File: src/rtl/traffic_pkg.sv
// Shared definitions for the traffic phase timer: phase encoding and default durations.
package traffic_pkg;

    typedef enum logic [1:0] {
        PH_IDLE = 2'd0,
        PH_G    = 2'd1,
        PH_Y    = 2'd2
    } phase_e;

    localparam logic [7:0] G_DEFAULT = 8'd30;
    localparam logic [7:0] Y_DEFAULT = 8'd3;

endpackage

File: src/rtl/bin2bcd.sv
// Combinational 8-bit binary to two-digit BCD, saturating at 99.
module bin2bcd (
    input  logic [7:0] bin,
    output logic [7:0] bcd
);

    always_comb begin
        bcd = 8'h99;
        if (bin <= 8'd99) begin
            bcd = {4'(bin / 8'd10), 4'(bin % 8'd10)};
        end
    end

endmodule

File: src/rtl/traffic_timer.sv
// Per-phase countdown timer for a traffic controller: loads the phase duration on
// phase entry, counts whole seconds via a prescaler and pulses done on expiry.
module traffic_timer #(
    parameter int unsigned TICK_DIV  = 50_000_000,
    parameter logic [7:0]  G_DEFAULT = traffic_pkg::G_DEFAULT,
    parameter logic [7:0]  Y_DEFAULT = traffic_pkg::Y_DEFAULT
) (
    input  logic       clk,
    input  logic       rst,
    input  logic       count_g,
    input  logic       count_y,
    input  logic       cfg_we,
    input  logic       cfg_sel,
    input  logic [7:0] cfg_data,
    output logic       count_done_g,
    output logic       count_done_y,
    output logic [7:0] remain,
    output logic [7:0] remain_bcd,
    output logic       req_err
);

    import traffic_pkg::*;

    localparam int unsigned PW = $clog2(TICK_DIV);
    localparam logic [PW-1:0] PRESC_MAX = PW'(TICK_DIV - 1);

    phase_e          phase_q, phase_d, phase_req_c;
    logic            entry_c;
    logic [PW-1:0]   presc_q, presc_d;
    logic [7:0]      remain_q, remain_d;
    logic [7:0]      dur_g_q, dur_g_d, dur_y_q, dur_y_d;
    logic [7:0]      cfg_val_c;
    logic            done_g_q, done_g_d, done_y_q, done_y_d;

    always_ff @(posedge clk) begin
        if (rst) begin
            phase_q  <= PH_IDLE;
            presc_q  <= '0;
            remain_q <= '0;
            dur_g_q  <= G_DEFAULT;
            dur_y_q  <= Y_DEFAULT;
            done_g_q <= 1'b0;
            done_y_q <= 1'b0;
        end else begin
            phase_q  <= phase_d;
            presc_q  <= presc_d;
            remain_q <= remain_d;
            dur_g_q  <= dur_g_d;
            dur_y_q  <= dur_y_d;
            done_g_q <= done_g_d;
            done_y_q <= done_y_d;
        end
    end

    always_comb begin
        phase_req_c = PH_IDLE;
        phase_d     = phase_q;
        presc_d     = presc_q;
        remain_d    = remain_q;
        dur_g_d     = dur_g_q;
        dur_y_d     = dur_y_q;
        done_g_d    = 1'b0;
        done_y_d    = 1'b0;
        cfg_val_c   = (cfg_data == 8'd0) ? 8'd1 : cfg_data;

        if (count_g && !count_y) begin
            phase_req_c = PH_G;
        end else if (count_y && !count_g) begin
            phase_req_c = PH_Y;
        end
        entry_c = (phase_req_c != phase_q);
        phase_d = phase_req_c;

        // Entry reloads from the registered durations, so a same-edge write is not seen yet.
        if (entry_c) begin
            presc_d = '0;
            case (phase_req_c)
                PH_G:    remain_d = dur_g_q;
                PH_Y:    remain_d = dur_y_q;
                default: remain_d = '0;
            endcase
        end else if (phase_q != PH_IDLE) begin
            if (presc_q == PRESC_MAX) begin
                presc_d = '0;
                if (remain_q > 8'd1) begin
                    remain_d = remain_q - 8'd1;
                end else if (remain_q == 8'd1) begin
                    remain_d = '0;
                    done_g_d = (phase_q == PH_G);
                    done_y_d = (phase_q == PH_Y);
                end
            end else begin
                presc_d = presc_q + PW'(1);
            end
        end

        if (cfg_we && !cfg_sel) begin
            dur_g_d = cfg_val_c;
        end
        if (cfg_we && cfg_sel) begin
            dur_y_d = cfg_val_c;
        end
    end

    bin2bcd u_bin2bcd (
        .bin (remain_q),
        .bcd (remain_bcd)
    );

    assign remain       = remain_q;
    assign count_done_g = done_g_q;
    assign count_done_y = done_y_q;
    assign req_err      = count_g & count_y;

endmodule

File: config.mk
export PLATFORM = sky130hd
export DESIGN_NAME = traffic_timer
export DESIGN_NICKNAME = d
export VERILOG_FILES = /design/src/rtl/traffic_pkg.sv /design/src/rtl/bin2bcd.sv /design/src/rtl/traffic_timer.sv
export SDC_FILE = /design/constraint.sdc
export NUM_CORES = 1
export LEC_CHECK = 0
export ABC_CLOCK_PERIOD_IN_PS = 5900
export CELL_PAD_IN_SITES_DETAIL_PLACEMENT = 1
export CELL_PAD_IN_SITES_GLOBAL_PLACEMENT = 2
export CORE_MARGIN = 3
export CORE_UTILIZATION = 37
export DETAILED_ROUTE_END_ITERATION = 16
export PLACE_DENSITY_LB_ADDON = 0.1
export SLEW_MARGIN = 15
export SYNTH_ARGS = -nofsm -noshare
export SYNTH_HDL_FRONTEND = slang
export SYNTH_SLANG_ARGS = --single-unit
export TNS_END_PERCENT = 20
File: constraint.sdc
create_clock -name clk -period 5.9 [get_ports clk]
set_input_delay 1.18 -clock clk [delete_from_list [all_inputs] [get_ports clk]]
set_output_delay 1.18 -clock clk [all_outputs]
set_load 0.1 [all_outputs]
==> results by group <==
Route
  • Routed len/inst: 15.3 um
  • Routed wire length: 7.90 mm
  • DRT iter0 DRCs: 108
  • Via count: 2795
  • First-pass DRT Iterations: 4
  • Avg Vias per Cell: 5.40
  • DR DRC count: 0
  • ANT nets after route: 0

Synth
  • Top post-synthesis cells by area: dfxtp_1, nor2_1, xor2_1
  • Post-Syn Area: 0.00321 mm^2
  • Area share of the largest cell type after synthesis: 0.337
  • #FFs+latches synth: 54
  • Register area share after synthesis: 0.337
  • Yosys warns: 0
  • Post-synth EDFFs: 0
  • Ys flop type: dfxtp_1
  • Synth unique cells: 61
  • Post-Syn Instances: 395
  • Area leader, netlist: dfxtp_1
  • Avg Cell Area, Syn: 8.13 um^2
  • Syn Nets: 419
  • Synth async-reset ratio: 0

Setup path
  • Crit-path leading delay family: simple AND/OR/NAND/NOR gates
  • CP bufs+invs: 1
  • Critical path type: reg2out
  • CP endpoint kind: output port
  • Worst-path fanout max: 23
  • Worst path slowest cell: clkdlybuf4s50_1
  • Startpoint Class: flop
  • Slowest stage delay, CP: 1.16 ns
  • Crit path DAT: 3.86 ns
  • Worst path cell trace: nor2b_1 > a32oi_1 > nor2_1 > or3_4 > or4_1 > o211ai_1 > clkdlybuf4s50_1
  • Worst path required time: 4.72 ns

Placement
  • Port Buffers: 32
  • Gpl congestion: 0.781
  • Placed insts: 510
  • Place WS: 1.18 ns
  • Final HPWL DP: 5.65 mm

Die
  • I/O Pins: 33
  • Die area: 0.00983 mm^2
  • Core Region: 0.00834 mm^2
  • Die Ht: 99.2 um
  • Rows: 33
  • Horiz. Die Dim: 99.2 um
  • Starting Density: 0.385

Run
  • MaxCap Viol Count: 0

Timing
  • Final worst-path cycle share: 0.854
  • Finish-stage setup viols: 0
  • Unrepaired setup endpoints after global routing: no
  • Worst relative slew slack: 0.312
  • Slew Limit Fails: 0
  • Fmax: 199 MHz
  • Worst slew pin tran: 1.03 ns
  • Final min period: 5.04 ns
  • Final hold violations: 0
  • Setup TNS: 0 ns
  • Layout Skew: 0.0102 ns
  • Post-route setup slack: 0.864 ns

Final layout
  • Share of cells above drive strength 1: 0.0678
  • Most frequent cells in the layout: dfxtp_1, nor2_1, nand2_1
  • Antenna cells: 0
  • P&R area growth vs syn: 14.0%
  • Most common library cell in the layout ignoring fill and taps: dfxtp_1
  • Final core utilization: 0.439
  • Post-Layout Cell Count: 518
  • Nets: 436

Global route
  • Gr usage total: 0.165
  • Vias in the first global route: 2791
  • Gr ovfl total: 0
  • Initial antenna violation count: 0
  • Global-route wire length before repair: 13.6 mm
  • Largest net degree at the start of global routing: 30

CTS
  • Post-CTS sizing: 0
  • # clock sinks: 54
  • CTS root buf: clkbuf_8
  • Hold buffers post-CTS: 0
  • H-tree depth: 2
  • Post-CTS Setup Bufs: 0
  • Clock Path Buffers: 2
  • CTS tree: built
  • Clock-pin transition on the worst setup and hold timing paths: 0.09 ns
  • Clk_lat worst skew: 0.31 ns
  • TritonCTS Buffers: 5

Power
  • PwrDens: 300 mW/mm^2
  • Design Power: 0.00110 W
  • Leak pwr: 1.31 nW
  • Maximum VDD drop: 116 uV

Worst hold path
  • Hold crit path type: reg2reg

Status
  • Status: finished, final reports clean
[power breakdown]
part           switching [W]  internal (W)  total (W)
Combinational       0.000303      0.000123   0.000427
Sequential         0.0000316      0.000378   0.000409
Clock               0.000123      0.000140   0.000263
Total               0.000458      0.000641    0.00110
[worst reg2reg max path: cells and delay by family, from the launching register on]
family | cells | cell delay, ns
AND/OR/NAND/NOR | 3 | 1.00
AO/OA/AOI/OAI | 3 | 0.88
flip-flops | 1 | 0.58
[metrics by stage]
step,area [um^2],hold WS (ns)
after global placement,3550,0.443
after CTS,3670,0.463
after floorplan,3210,0.436
after global routing,3660,0.499
final,3660,0.461
after detailed placement,3550,0.448
[synth_stat cells (all sizes together) (3+ instances only)]
cell / n
nand4: 8
a211o: 5
o21ai: 15
and3b: 4
or2: 3
xnor2: 9
nor2b: 11
o22ai: 7
inv: 14
nor4b: 3
nor3: 7
and3: 6
o211ai: 3
nor3b: 4
nor2: 52
or3: 6
dfxtp: 54
xor2: 18
a21oi: 24
a31oi: 4
o21a: 4
mux2i: 3
nand3: 17
nand2b: 8
nand2: 33
o21bai: 4
a211oi: 5
clkbuf: 8
nor4: 4
a22oi: 9
buf: 14
ha: 10
[kinds of logic after synthesis]
logic type,synth area share
flops,0.337
fa+ha+maj,0.0390
compound gates,0.193
buf+inv,0.0530
mux,0.00935
xor+xnor,0.0736
simple gates,0.295
[path summary, 6_finish.rpt]
path	slack [ns]	startpoint	cells after the start	end
worst max register to register	3.37	remain[3]	6	remain[3]
worst min register to register	0.46	dur_y_q[5]	2	dur_y_q[5]
worst max-delay path	0.86	remain[3]	7	remain_bcd[1]
worst min-delay path	0.46	dur_y_q[5]	2	dur_y_q[5]
[flip-flops by register name, summed over array words and instances, names as in the netlist]
register      flops
remain            8
dur_g_q           8
count_done_y      1
phase_q           2
count_done_g      1
presc_q          26
dur_y_q           8
[final cells by class]
cell class              instances  area [um^2]
multi-input cells             305         1960
clock inverters                 2         38.8
flip-flops and latches         54         1080
inverters                      14         52.6
clock buffers                   6         82.6
fillers                      1029         4680
well taps                     105          131
repair buffers                 32          315
[per-layer routing]
layer	part of all wire	wire, um	GRT usage
met1	0.52	4110	0.234
met2	0.45	3560	0.269
met3	0.021	169	0.0252
met4	0.0082	65	0.0315
met5	0	0	0
(Power assumes the default switching activity.)
